**config.mk**
```make
export PLATFORM = sky130hd
export DESIGN_NAME = hub75_receiver_flat
export DESIGN_NICKNAME = d
export VERILOG_FILES = /design/src/rtl/hub75_pkg.sv /design/src/rtl/hub75_if.sv /design/src/rtl/hub75_sync.sv /design/src/rtl/hub75_receiver.sv /design/src/flat_wrapper.sv
export SDC_FILE = /design/constraint.sdc
export NUM_CORES = 1
export LEC_CHECK = 0
export ABC_AREA = 0
export CAP_MARGIN = 20
export CORE_MARGIN = 2
export CORE_UTILIZATION = 60
export DETAILED_ROUTE_END_ITERATION = 10
export GPL_ROUTABILITY_DRIVEN = 0
export PLACE_DENSITY = 0.88
export RECOVER_POWER = 100
export SLEW_MARGIN = 20
export SYNTH_ARGS = -nofsm -noshare
export SYNTH_HDL_FRONTEND = slang
export SYNTH_SLANG_ARGS = --single-unit
```
**constraint.sdc**
```tcl
create_clock -name pll_clk -period 25.4 [get_ports pll_clk]
set_input_delay 6.35 -clock pll_clk [delete_from_list [all_inputs] [get_ports pll_clk]]
set_output_delay 6.35 -clock pll_clk [all_outputs]
set_load 0.02 [all_outputs]
```
**src/rtl/hub75_pkg.sv**
```systemverilog
// Shared constants and types for the HUB75 receiver: default geometry,
// error-flag bit positions and the one-hot stream FSM encoding.
package hub75_pkg;

  localparam int WIDTH_DEF       = 64;
  localparam int ADDR_BITS_DEF   = 5;
  localparam int SYNC_STAGES_DEF = 2;

  localparam int ERR_LONG      = 0;
  localparam int ERR_SHORT     = 1;
  localparam int ERR_UNBLANKED = 2;
  localparam int ERR_OVERRUN   = 3;

  typedef enum logic [1:0] {
    ST_IDLE   = 2'b01,
    ST_STREAM = 2'b10
  } state_e;

endpackage

```
**src/rtl/hub75_if.sv**
```systemverilog
// HUB75 panel pins plus the rebuilt pixel stream. The master side is the LED
// driver / pixel consumer, the slave side is the receiver.
interface hub75_if
  import hub75_pkg::*;
#(
  parameter int WIDTH     = WIDTH_DEF,
  parameter int ADDR_BITS = ADDR_BITS_DEF
) ();

  logic [2:0]             led_rgb0;
  logic [2:0]             led_rgb1;
  logic [ADDR_BITS-1:0]   led_addr;
  logic                   led_blank;
  logic                   led_latch;
  logic                   led_sclk;

  logic                   out_valid;
  logic                   out_ready;
  logic [$clog2(WIDTH)-1:0] out_x;
  logic [ADDR_BITS:0]     out_y0;
  logic [2:0]             out_rgb0;
  logic [2:0]             out_rgb1;
  logic                   out_last;

  modport master (
    output led_rgb0, led_rgb1, led_addr, led_blank, led_latch, led_sclk, out_ready,
    input  out_valid, out_x, out_y0, out_rgb0, out_rgb1, out_last
  );

  modport slave (
    input  led_rgb0, led_rgb1, led_addr, led_blank, led_latch, led_sclk, out_ready,
    output out_valid, out_x, out_y0, out_rgb0, out_rgb1, out_last
  );

endinterface

```
**src/rtl/hub75_sync.sv**
```systemverilog
// N-stage synchroniser for a bus of asynchronous pins, with a rising-edge
// detector comparing the last synchronised stage against its previous value.
module hub75_sync
  import hub75_pkg::*;
#(
  parameter int STAGES = SYNC_STAGES_DEF,
  parameter int W      = 10
) (
  input  logic         clk,
  input  logic         reset,
  input  logic [W-1:0] d,
  output logic [W-1:0] q,
  output logic [W-1:0] rise
);

  logic [W-1:0] sync_r [STAGES];
  logic [W-1:0] prev_r;

  always_ff @(posedge clk or posedge reset) begin
    if (reset) begin
      for (int i = 0; i < STAGES; i++) begin
        sync_r[i] <= {W{1'b0}};
      end
      prev_r <= {W{1'b0}};
    end else begin
      sync_r[0] <= d;
      for (int i = 1; i < STAGES; i++) begin
        sync_r[i] <= sync_r[i-1];
      end
      prev_r <= sync_r[STAGES-1];
    end
  end

  assign q    = sync_r[STAGES-1];
  assign rise = sync_r[STAGES-1] & ~prev_r;

endmodule

```
**src/rtl/hub75_receiver.sv**
```systemverilog
// Panel-side HUB75 sink: rebuilds each shifted row in a staging buffer, commits
// it on the latch edge and streams the committed row out as valid/ready pixels.
module hub75_receiver
  import hub75_pkg::*;
#(
  parameter int WIDTH       = WIDTH_DEF,
  parameter int ADDR_BITS   = ADDR_BITS_DEF,
  parameter int SYNC_STAGES = SYNC_STAGES_DEF
) (
  input  logic       pll_clk,
  input  logic       reset,
  hub75_if.slave     bus,
  output logic       frame_done,
  output logic [3:0] err_flags,
  input  logic       err_clear
);

  localparam int XW = $clog2(WIDTH);
  localparam int BW = 6 + ADDR_BITS + 3;
  localparam logic [XW:0]          COL_FULL = (XW+1)'(WIDTH);
  localparam logic [XW-1:0]        X_LAST   = {XW{1'b1}};
  localparam logic [ADDR_BITS-1:0] ROW_LAST = {ADDR_BITS{1'b1}};

  logic [BW-1:0]        pins_s, level_s, rise_s;
  logic                 unused_s;
  logic [2:0]           rgb0_s, rgb1_s;
  logic [ADDR_BITS-1:0] addr_s;
  logic                 blank_s, sclk_rise_s, latch_rise_s;
  logic                 shift_s, commit_s, accept_s, last_s;
  logic [XW:0]          col_after_s;
  logic [3:0]           err_set_s;
  state_e               state_r, state_next_s;

  logic [XW:0]          col_r;
  logic [5:0]           stage_r  [WIDTH];
  logic [5:0]           commit_r [WIDTH];
  logic [XW-1:0]        x_r;
  logic [ADDR_BITS-1:0] row_r;
  logic                 frame_done_r;
  logic [3:0]           err_r;

  assign pins_s = {bus.led_rgb1, bus.led_rgb0, bus.led_addr,
                   bus.led_blank, bus.led_latch, bus.led_sclk};

  hub75_sync #(.STAGES(SYNC_STAGES), .W(BW)) u_sync (
    .clk   (pll_clk),
    .reset (reset),
    .d     (pins_s),
    .q     (level_s),
    .rise  (rise_s)
  );

  assign {rgb1_s, rgb0_s, addr_s, blank_s} = level_s[BW-1:2];
  assign sclk_rise_s  = rise_s[0];
  assign latch_rise_s = rise_s[1];
  assign unused_s     = ^{rise_s[BW-1:2], level_s[1:0]};

  assign shift_s     = sclk_rise_s && (col_r < COL_FULL);
  assign col_after_s = col_r + {{XW{1'b0}}, shift_s};
  assign commit_s    = latch_rise_s && (state_r == ST_IDLE);
  assign last_s      = (x_r == X_LAST);
  assign accept_s    = (state_r == ST_STREAM) && bus.out_ready;

  // Conditions that raise sticky error bits this cycle
  always_comb begin
    err_set_s = 4'b0000;
    if (latch_rise_s) begin
      err_set_s[ERR_UNBLANKED] = !blank_s;
      err_set_s[ERR_SHORT]     = (col_after_s != COL_FULL);
      err_set_s[ERR_OVERRUN]   = (state_r != ST_IDLE);
    end else begin
      err_set_s[ERR_UNBLANKED] = 1'b0;
    end
    err_set_s[ERR_LONG] = sclk_rise_s && (col_r == COL_FULL);
  end

  always_ff @(posedge pll_clk or posedge reset) begin
    if (reset) begin
      col_r <= {(XW+1){1'b0}};
      for (int i = 0; i < WIDTH; i++) stage_r[i] <= 6'd0;
    end else if (latch_rise_s) begin
      col_r <= {(XW+1){1'b0}};
      for (int i = 0; i < WIDTH; i++) stage_r[i] <= 6'd0;
    end else if (shift_s) begin
      stage_r[col_r[XW-1:0]] <= {rgb1_s, rgb0_s};
      col_r                  <= col_after_s;
    end
  end

  // A column shifted in the latch cycle still lands in the committed row
  always_ff @(posedge pll_clk) begin
    if (commit_s) begin
      for (int i = 0; i < WIDTH; i++) begin
        commit_r[i] <= (shift_s && (col_r[XW-1:0] == XW'(i))) ? {rgb1_s, rgb0_s} : stage_r[i];
      end
    end
  end

  always_ff @(posedge pll_clk or posedge reset) begin
    if (reset) state_r <= ST_IDLE;
    else       state_r <= state_next_s;
  end

  always_comb begin
    state_next_s = state_r;
    case (state_r)
      ST_IDLE: begin
        if (commit_s) state_next_s = ST_STREAM;
        else          state_next_s = ST_IDLE;
      end
      ST_STREAM: begin
        if (accept_s && last_s) state_next_s = ST_IDLE;
        else                    state_next_s = ST_STREAM;
      end
      default: state_next_s = ST_IDLE;
    endcase
  end

  always_ff @(posedge pll_clk or posedge reset) begin
    if (reset) begin
      x_r          <= {XW{1'b0}};
      row_r        <= {ADDR_BITS{1'b0}};
      frame_done_r <= 1'b0;
      err_r        <= 4'b0000;
    end else begin
      frame_done_r <= commit_s && (addr_s == ROW_LAST);
      err_r        <= err_clear ? 4'b0000 : (err_r | err_set_s);
      if (commit_s) begin
        x_r   <= {XW{1'b0}};
        row_r <= addr_s;
      end else if (accept_s) begin
        x_r <= x_r + XW'(1);
      end
    end
  end

  always_comb begin
    bus.out_valid = (state_r == ST_STREAM);
    bus.out_x     = x_r;
    bus.out_y0    = {1'b0, row_r};
    if (state_r == ST_STREAM) begin
      {bus.out_rgb1, bus.out_rgb0} = commit_r[x_r];
      bus.out_last                 = last_s;
    end else begin
      {bus.out_rgb1, bus.out_rgb0} = 6'd0;
      bus.out_last                 = 1'b0;
    end
  end

  assign frame_done = frame_done_r;
  assign err_flags  = err_r;

endmodule

```
**src/flat_wrapper.sv**
```systemverilog
// flat-port wrapper written by rule: the top's interface ports become plain ports
module hub75_receiver_flat import hub75_pkg::*;
#(
  parameter int WIDTH       = WIDTH_DEF,
  parameter int ADDR_BITS   = ADDR_BITS_DEF,
  parameter int SYNC_STAGES = SYNC_STAGES_DEF
)
  (pll_clk, reset, frame_done, err_flags, err_clear, bus_led_rgb0, bus_led_rgb1, bus_led_addr, bus_led_blank, bus_led_latch, bus_led_sclk, bus_out_ready, bus_out_valid, bus_out_x, bus_out_y0, bus_out_rgb0, bus_out_rgb1, bus_out_last);
  hub75_if #(.WIDTH(WIDTH), .ADDR_BITS(ADDR_BITS)) bus_i ();
  input  logic pll_clk;
  input  logic reset;
  output logic frame_done;
  output logic [3:0] err_flags;
  input  logic err_clear;
  input wire logic [$bits(bus_i.led_rgb0)-1:0] bus_led_rgb0;
  input wire logic [$bits(bus_i.led_rgb1)-1:0] bus_led_rgb1;
  input wire logic [$bits(bus_i.led_addr)-1:0] bus_led_addr;
  input wire logic [$bits(bus_i.led_blank)-1:0] bus_led_blank;
  input wire logic [$bits(bus_i.led_latch)-1:0] bus_led_latch;
  input wire logic [$bits(bus_i.led_sclk)-1:0] bus_led_sclk;
  input wire logic [$bits(bus_i.out_ready)-1:0] bus_out_ready;
  output wire logic [$bits(bus_i.out_valid)-1:0] bus_out_valid;
  output wire logic [$bits(bus_i.out_x)-1:0] bus_out_x;
  output wire logic [$bits(bus_i.out_y0)-1:0] bus_out_y0;
  output wire logic [$bits(bus_i.out_rgb0)-1:0] bus_out_rgb0;
  output wire logic [$bits(bus_i.out_rgb1)-1:0] bus_out_rgb1;
  output wire logic [$bits(bus_i.out_last)-1:0] bus_out_last;
  assign bus_i.led_rgb0 = bus_led_rgb0;
  assign bus_i.led_rgb1 = bus_led_rgb1;
  assign bus_i.led_addr = bus_led_addr;
  assign bus_i.led_blank = bus_led_blank;
  assign bus_i.led_latch = bus_led_latch;
  assign bus_i.led_sclk = bus_led_sclk;
  assign bus_i.out_ready = bus_out_ready;
  assign bus_out_valid = bus_i.out_valid;
  assign bus_out_x = bus_i.out_x;
  assign bus_out_y0 = bus_i.out_y0;
  assign bus_out_rgb0 = bus_i.out_rgb0;
  assign bus_out_rgb1 = bus_i.out_rgb1;
  assign bus_out_last = bus_i.out_last;
  hub75_receiver #(.WIDTH(WIDTH), .ADDR_BITS(ADDR_BITS), .SYNC_STAGES(SYNC_STAGES)) u_core (.pll_clk(pll_clk), .reset(reset), .bus(bus_i), .frame_done(frame_done), .err_flags(err_flags), .err_clear(err_clear));
endmodule
```
Yosys cells after proc, flatten, opt, wreduce, memory -nomap -nowiden
Memory sizes are Yosys's and may differ from the RTL's.
Cells that the tools add are included.
{"block": "totals", "register_bits": 439, "mem_bits_rw": 384, "in_bits": 18, "out_inout_bits": 25, "wordCells": 313, "mem_count": 1}
{"name": "u_core.commit_r", "depth": 64, "width": 6, "rd": 1, "rd_clocked_by_memory_dff": 0, "write_ports": 64, "line_no": "hub75_receiver.sv:36", "rtl": "logic [5:0] commit_r [WIDTH];"}
{"block": "classes", "addsub": 2, "order_cmp": 3, "n_eq_ne": 70, "muxes": 85, "bitwise_logic": 4, "reduce_logical": 75}
{"cell": "2-to-1 mux 384 bit", "count": 2}
{"cell": "2-to-1 mux 6 bit", "count": 67}
{"cell": "bitwise mux 384 bit", "count": 1}
{"cell": "== test 6 bit (second input constant)", "count": 33}
{"cell": "== test 6 x 5 -> 1 bit (second input constant)", "count": 16}
{"cell": "logical AND 1 bit", "count": 71}
{"cell": "== test 6 x 4 -> 1 bit (second input constant)", "count": 8}
{"cell": "demux 6 bit (select 6 bit)", "count": 1}
{"cell": "== test 6 x 3 -> 1 bit (second input constant)", "count": 4}
{"cell": "2-to-1 mux 7 bit", "count": 2}
{"cell": "== test 6 x 2 -> 1 bit (second input constant)", "count": 2}
{"cell": "adder 7 x 1 -> 7 bit", "count": 1}
{"cell": "== test 7 bit (second input constant)", "count": 1}
{"cell": ">= comparator 7 bit (second input constant)", "count": 1}
{"cell": "< comparator 7 x 1 -> 1 bit (second input constant)", "count": 1}
{"cell": "< comparator 7 bit (second input constant)", "count": 1}
{"cell": "inequality test 7 bit (second input constant)", "count": 1}
{"cell": "inverter 6 -> 7 bit", "count": 1}
{"cell": "adder 6 x 1 -> 6 bit (second input constant)", "count": 1}
{"cell": "== test 6 x 1 -> 1 bit (second input constant)", "count": 1}
{"cell": "zero test 6 bit", "count": 1}
{"cell": "2-to-1 mux 1 bit", "count": 6}
{"cell": "2-to-1 mux 3 bit", "count": 2}
{"cell": "== test 5 bit (second input constant)", "count": 1}
{"cell": "11 further kinds", "count": 13}

Depth between registers and ports, before layout
Gate-level depths: netlist of run 1.
{"block": "logic_depth", "depth_word": 8, "mapped_depth": 9, "mapped_depth_nobuf": 7}

Hierarchy
From an unflattened synthesis of run 1, not the netlist that was laid out.
{"block": "unflattened", "hier_cells": 2271, "area_unflattened_um2": 34637.0}
{"module": "hub75_receiver", "instances": 1, "cells_each": 2200, "area_per_inst_um2": 33284.4, "seq_area_each_um2": 21767.1}
{"module": "hub75_sync", "instances": 1, "cells_each": 71, "area_per_inst_um2": 1352.5, "seq_area_each_um2": 1051.0}

Least setup slack after synthesis of run 1
Ideal clock, no wire load.
{"block": "synth_timing", "path_kind": "flip-flop to flip-flop", "start": "reg u_core.u_sync.sync_r (netlist bit u_core.u_sync.q[1])", "end": "mem u_core.commit_r[0][0] (enable)", "setup_ns": 0.899, "arrival_ns": 11.553, "t_required_ns": 24.501, "setup_slack_ns": 12.948, "path_stages_with_launch": 6, "path_buffers": 2, "period_less_slack_ns": 12.452, "path_cell_list": "dfrtp_1 > nor2b_1 > clkbuf_1 > nand2_1 > inv_1 > clkbuf_1"}
{"item": "start: declaration", "line_no": "hub75_sync.sv:16", "rtl": "logic [W-1:0] sync_r [STAGES];"}
{"item": "start signal: indexed assignment", "line_no": "hub75_sync.sv:22", "rtl": "sync_r[i] <= {W{1'b0}};"}
{"item": "start signal: indexed assignment", "line_no": "hub75_sync.sv:28", "rtl": "sync_r[i] <= sync_r[i-1];"}
{"item": "end: declaration", "line_no": "hub75_receiver.sv:36"}

==> summary.txt, run 1 <==
Outcome
  – Status: finished, violations left
  – Violated checks: max-capacitance violations, max-slew violations

Pwr
  – Leak: ~0.016 uW
  – Power Dens Cells: between 80 and 90 mW/mm^2
  – Maximum vdd drop: ~0.065 mV

Drt
  – Detailed Route WL: approximately 76000 um
  – DR vias/cell: 6.17
  – DRT antenna net count: 0
  – Initial DRC Count: between 2000 and 2500
  – DR WL/cell: 25.1 um
  – DR pass1 iterations: 5
  – Overall via count from detail_route: between 15000 and 20000
  – DRC viols: 0

Floorplan
  – Core Footprint: about 0.056 mm^2
  – Die Wd: 243 um
  – IO Pins: between 40 and 50
  – Die Height: around 240 um
  – Initial Util: 0.607
  – DIE AREA: 0.0589 mm^2
  – Row count: 87

Global route
  – GR Overflow Total: 0
  – Total track usage: 0.262
  – Initial antenna violation count: 0
  – Largest net degree at the start of global routing: 138
  – Vias in the first global route: between 15000 and 20000
  – First-pass GRT wire length: 118000 um

Finish
  – Area Growth Syn to Fin: 10.2%
  – Share of cells above drive strength 1: 0.184
  – Post-route insts no fill: 3016
  – Most frequent cells in the layout: dfrtp_1 (431), edfxtp_1 (384), mux2_1 (227), and2_0 (212), mux2_2 (179)
  – Finished Core Util: 0.668
  – Fin nets: between 2000 and 2500
  – Fillers: around 3600
  – Most common cell after layout, fill and taps aside: dfrtp_1

Timing
  – Final setup fails: 0
  – Fin Clk Skew: 0.0234 ns
  – Fmax: around 0.063 GHz
  – Setup WS post-layout: around 9.5 ns
  – Final min period: between 15 and 20 ns
  – RSZ-0062 raised after global routing: no
  – Worst rel slew slack: -2.88
  – Final hold vios: 0
  – Actual slew at the worst max-slew pin: 5.79 ns
  – Final TNS setup: 0 ns
  – Slew Viols, Final: 905
  – Post-route clock period utilization: 0.625

Placed design
  – Place WS: 14.74 ns
  – PortBufs: 41
  – Cell count after placement: about 2900
  – Post-DP HPWL: about 43000 um

Hold path
  – Worst Min Path Start: u_core.u_sync.sync_r[22]
  – Worst hold endpoint: u_core.u_sync.q[8]
  – Worst hold path type: reg -> reg
  – Worst hold path depth: 0

Clocking
  – Clk root buf: clkbuf_16
  – CTS clock-pin slew for the worst setup and hold paths: roughly 0.060 ns
  – CTS max path bufs: 3
  – Hold buffers post-CTS: 0
  – Later-pin clock latency in the skew report: 0.64 ns
  – CTS buffer count: 81
  – CTS resizes: 0
  – Setup Buffers After CTS: 0
  – Clk sink count: roughly 820
  – H-tree depth: 3
  – CTS tree: done

Worst setup path
  – Setup crit start kind: input port
  – Worst-path fanout max: roughly 130
  – Nature of the critical path endpoint: asynchronous set/reset pin
  – R2R cell count: 5
  – Slack of the worst reg-to-reg path: 14.63 ns
  – Required time of the critical path: about 25 ns
  – Crit Reg-Reg Endpoint: u_core.commit_r[36][4]
  – Worst Setup SP: reset
  – Worst r2r src: u_core.u_sync.q[1]
  – Worst Setup Path Type: in -> async
  – Worst EP arrival: ~16 ns

Logic synthesis
  – Share of the synthesized area in the top cell type: 0.337
  – Post-synthesis sequential element count: 823
  – Syn Inst Count: between 2000 and 2500
  – Largest cells by area after synthesis: edfxtp_1 (34%), dfrtp_1 (32%), mux2_2 (13%)
  – Post-synthesis sequential area ratio: 0.658
  – Area leader, netlist: edfxtp_1
  – Synth cell types: 62
  – Mapped cell area: about 0.034 mm^2
  – Post-Syn Nets: 2209
  – EDFF count, synth: roughly 380
  – FFs w/ async S/R, synth: 0.533
  – Yosys warnings: 0
  – Syn avg cell area: about 16 um^2
  – Main synth FF type: dfrtp_1

Flow run
  – Max-cap violations: 19
## state kept, by name (all words and copies together) (netlist names)
| name | count |
|---|---|
| u_core.err_flags | 4 |
| u_core.row_r | 5 |
| u_core.frame_done | 1 |
| u_core.stage_r | 384 |
| u_core.bus.out_x | 6 |
| u_core.u_sync.sync_r | 14 |
| u_core.commit_r | 384 |
| u_core.u_sync.q | 14 |
| u_core.state_r | 2 |
| u_core.col_r | 7 |
| u_core.u_sync.prev_r | 2 |
## synth_stat cells (5+ instances only)
cell type / count
a21oi_1: 5
a22oi_1: 15
and2_1: 387
buf_1: 9
buf_2: 23
buf_4: 10
clkbuf_1: 101
dfrtp_1: 438
edfxtp_1: 384
ha_1: 5
inv_1: 5
mux2_1: 18
mux2_2: 388
mux2i_1: 33
mux4_2: 78
nand2_1: 87
nand2b_1: 8
nand3_1: 10
nor2_1: 43
nor2b_1: 17
nor3_1: 10
nor3_2: 7
nor3_4: 9
nor4_4: 6
o21ai_0: 11
xor2_1: 9
## per-stage QoR
stage	power, uW	hold slack (ns)	instance area (um^2)
2_1_floorplan	1820	0.331	34200
3_3_place_gp	1870	0.334	35200
3_5_place_dp	1880	0.335	35200
4_1_cts	3120	0.348	38000
5_1_grt	3210	0.347	37700
6_report	3120	0.345	37700
## power breakdown
| part | internal (uW) | switching, uW |
|---|---|---|
| logic | 119 | 185 |
| registers | 1520 | 44.8 |
| clock network | 734 | 514 |
## worst max-delay path by stage
| stage | end | slack, ns | cells after the start |
|---|---|---|---|
| 2_1_floorplan | u_core.bus.out_x[0] | 6.82 | 1 |
| 3_3_place_gp | bus_out_rgb1[1] | 14.76 | 7 |
| 3_5_place_dp | bus_out_rgb1[1] | 14.74 | 7 |
| 4_1_cts | bus_out_rgb1[1] | 13.96 | 7 |
| 5_1_grt | u_core.u_sync.q[9] | 7.59 | 4 |
| 6_report | u_core.u_sync.q[13] | 9.53 | 4 |
## critical path, cell delays in order
cell and delay, ns:
dlygate4sd3_1 0.54, clkinvlp_2 3.16, clkbuf_1 2.78, clkbuf_1 2.51
## layout make-up
type	instances	area, um^2	share of cell area
antenna	1	2.50	0.0000664
sequential	823	22500	0.598
inverter	5	21.3	0.000564
clock inverter	35	455	0.0121
multi-input combinational	1211	10800	0.287
clock buffer	117	2320	0.0617
tap	756	946	0.0251
timing repair buffer	68	608	0.0161
## cell families after synthesis
kind of cell | after synthesis | synth area share
simple gates | 606 | 0.108
xor+xnor | 11 | 0.00282
compound gates | 71 | 0.0153
other cells | 1 | 0.000110
fa+ha+maj | 5 | 0.00183
flops | 823 | 0.658
buf+inv | 152 | 0.0193
mux | 517 | 0.195
## routing by layer
metal / global-route usage / share of wire
met1: 0.359 / 0.40
met2: 0.415 / 0.49
met3: 0.0596 / 0.078
met4: 0.0967 / 0.036
met5: 0 / 0
(Power assumes the default switching activity.)
==> inputs of run 2 (changes only) <==
==> constraint.sdc (replaced) <==
create_clock -name pll_clk -period 16.3 [get_ports pll_clk]
set_input_delay 4.075 -clock pll_clk [delete_from_list [all_inputs] [get_ports pll_clk]]
set_output_delay 4.075 -clock pll_clk [all_outputs]
set_load 0.02 [all_outputs]
==> run 2 against run 1 <==
Against the previous run: power up 56%; cell area is essentially flat; the run still ends with max-capacitance violations, max-slew violations left; clock power is 56% higher; register-to-register slack worse by 9.5 ns; sequential share of layout area about the same; via count up 1.1%; non-clock buffer count shrank 2; critical path depth increased by 1; sequential power increased by 57%; clock skew down 0.0013 ns.
==> summary.txt, run 2 (synthesis gave the netlist of run 1 again) <==
Outcome
  – Status: finished, violations left
  – Violated checks: max-capacitance violations, max-slew violations

Worst setup path
  – Worst EP arrival: 11.34 ns (-4.26 ns)
  – Slowest Stage Delay on Critical Path: 4.56 ns (+1.40 ns)
  – Nature of the critical path endpoint: flop
  – Worst Setup Path Type: reg -> reg
  – Worst path slowest cell: clkinvlp_2
  – Setup crit start kind: flop
  – Required time of the critical path: 16.51 ns (-8.62 ns)
  – Worst-path cell chain: nor2b_1 > nand2_1 > clkinvlp_2 > clkbuf_2 > buf_4
  – Slack of the worst reg-to-reg path: 5.17 ns (-9.46 ns)
  – Worst-path fanout max: 180 (+41%)
  – Worst r2r src: u_core.u_sync.q[1]
  – R2R cell count: 5 (unchanged)
  – Crit Reg-Reg Endpoint: u_core.commit_r[37][5]

Finish
  – Most frequent cells in the layout: dfrtp_1 (431), edfxtp_1 (384), mux2_1 (240), and2_0 (206), and2_1 (181)
  – Fillers: 3703 (+1.6%)
  – Multi-input gate area: 0.0108 mm^2 (about the same)
  – Area Growth Syn to Fin: 10.1% (about the same)
  – Fin nets: 2210 (-0.14%)
  – Most common cell after layout, fill and taps aside: dfrtp_1
  – Reg area: 0.0225 mm^2 (unchanged)
  – Largest registers: u_core.commit_r (384), u_core.stage_r (384)
  – Antenna Cells: 0 (-1)
  – Share of cells above drive strength 1: 0.178 (-0.00528)
  – Post-route insts no fill: 3009 (-0.23%)

Clocking
  – Clk sink count: 823 (unchanged)
  – CTS tree: done
  – Clk root buf: clkbuf_16
  – Later-pin clock latency in the skew report: 0.63 ns (about the same)
  – CTS clock-pin slew for the worst setup and hold paths: 0.06 ns (about the same)
  – H-tree depth: 3 (unchanged)
  – Setup Buffers After CTS: 0 (unchanged)
  – Hold buffers post-CTS: 0 (unchanged)
  – CTS resizes: 0 (unchanged)
  – CTS buffer count: 80 (-1.2%)
  – CTS max path bufs: 3 (unchanged)

Hold path
  – Worst hold endpoint: u_core.u_sync.q[12]
  – Worst hold path type: reg -> reg
  – Worst hold path depth: 0 (unchanged)
  – Worst Min Path Start: u_core.u_sync.sync_r[26]

Drt
  – Initial DRC Count: 2013 (-1.8%)
  – DRT antenna net count: 0 (unchanged)
  – Overall via count from detail_route: 18800 (+1.1%)
  – DR pass1 iterations: 6 (+1)
  – DRC viols: 0 (unchanged)
  – DR WL/cell: 25.2 um (+0.54%)
  – Detailed Route WL: 75900 um (+0.31%)
  – DR vias/cell: 6.26 (+1.4%)

Placed design
  – Cell count after placement: 2859 (-0.14%)
  – PortBufs: 41 (unchanged)
  – Post-DP HPWL: 44000 um (+1.3%)

Floorplan
  – Die Height: 243 um (unchanged)
  – Core Footprint: 0.0564 mm^2 (unchanged)
  – IO Pins: 43 (unchanged)
  – Row count: 87 (unchanged)
  – Initial Util: 0.607 (unchanged)
  – Die Wd: 243 um (unchanged)
  – DIE AREA: 0.0589 mm^2 (unchanged)

Timing
  – RSZ-0062 raised after global routing: no
  – Fin Clk Skew: 0.0221 ns (-0.00125 ns)
  – Fmax: between 0.08 and 0.09 GHz
  – Final min period: ~11 ns
  – Post-route clock period utilization: 0.683
  – Slew Viols, Final: 723 (-20%)
  – Final setup fails: 0 (unchanged)
  – Final TNS setup: 0 ns (unchanged)
  – Worst rel slew slack: -3.13 (-0.253)
  – Actual slew at the worst max-slew pin: 6.16 ns (+0.377 ns)
  – Final hold vios: 0 (unchanged)

Pwr
  – Maximum vdd drop: 0.140 mV (+110%)
  – Power Dens Cells: 129 mW/mm^2 (+56%)
  – Leak: 0.0157 uW (+0.20%)

Global route
  – Largest net degree at the start of global routing: 181 (+31%)
  – First-pass GRT wire length: 117000 um (-0.34%)
  – Total track usage: 0.260 (-0.00119)
  – Initial antenna violation count: 1 (+1)
  – GR Overflow Total: 0 (unchanged)
  – Vias in the first global route: 19700 (-0.30%)

Flow run
  – Max-cap violations: 14 (-5)
run 2: worst max-delay path by stage:
stage / startpoint / to / slack (ns) / cells after the start
after floorplan: u_core.u_sync.q[1] / u_core.commit_r[0][0] / 3.85 / 5
after global placement: u_core.bus.out_x[0] / bus_out_rgb1[1] / 7.97 / 7
after detailed placement: u_core.bus.out_x[0] / bus_out_rgb1[1] / 8.01 / 7
after CTS: u_core.bus.out_x[0] / bus_out_rgb1[1] / 7.32 / 7
after global routing: reset / u_core.u_sync.q[10] / 4.02 / 4
final: u_core.u_sync.q[1] / u_core.commit_r[37][5] / 5.17 / 5
run 2: critical path, delay by kind of cell (launching register included):
kind / cells / cell delay [ns]
flip-flops: 1 / 0.42
buffers and inverters: 3 / 9.31
AND/OR/NAND/NOR: 2 / 0.53
run 2: cell type report:
type | instances | area share
clock inverter | 26 | 0.00993
tap | 756 | 0.0251
inverter | 5 | 0.000565
clock buffer | 122 | 0.0641
timing repair buffer | 66 | 0.0154
sequential | 823 | 0.598
multi-input combinational | 1211 | 0.287
run 2: per-stage QoR:
stage	worst slack, ns	util	hold WS (ns)	instance area [um^2]	total power (uW)
2_1_floorplan	3.85	-	0.331	34200	2840
3_3_place_gp	7.97	0.623	0.333	35200	2910
3_5_place_dp	8.01	0.623	0.335	35200	2930
4_1_cts	7.32	0.673	0.336	37900	4860
5_1_grt	4.02	0.668	0.353	37700	5000
6_report	5.17	0.668	0.338	37700	4860
run 2: routing by layer:
metal	part of all wire	global-route usage
met4	0.037	0.0991
met5	0.00015	0
met1	0.39	0.353
met2	0.49	0.416
met3	0.085	0.0595
run 2: report_power, final:
| group | switching, uW | total [uW] | internal, uW |
|---|---|---|---|
| Combinational | 281 | 465 | 184 |
| Clock | 781 | 1950 | 1170 |
| Sequential | 75.2 | 2450 | 2370 |
| Total | 1140 | 4860 | 3720 |
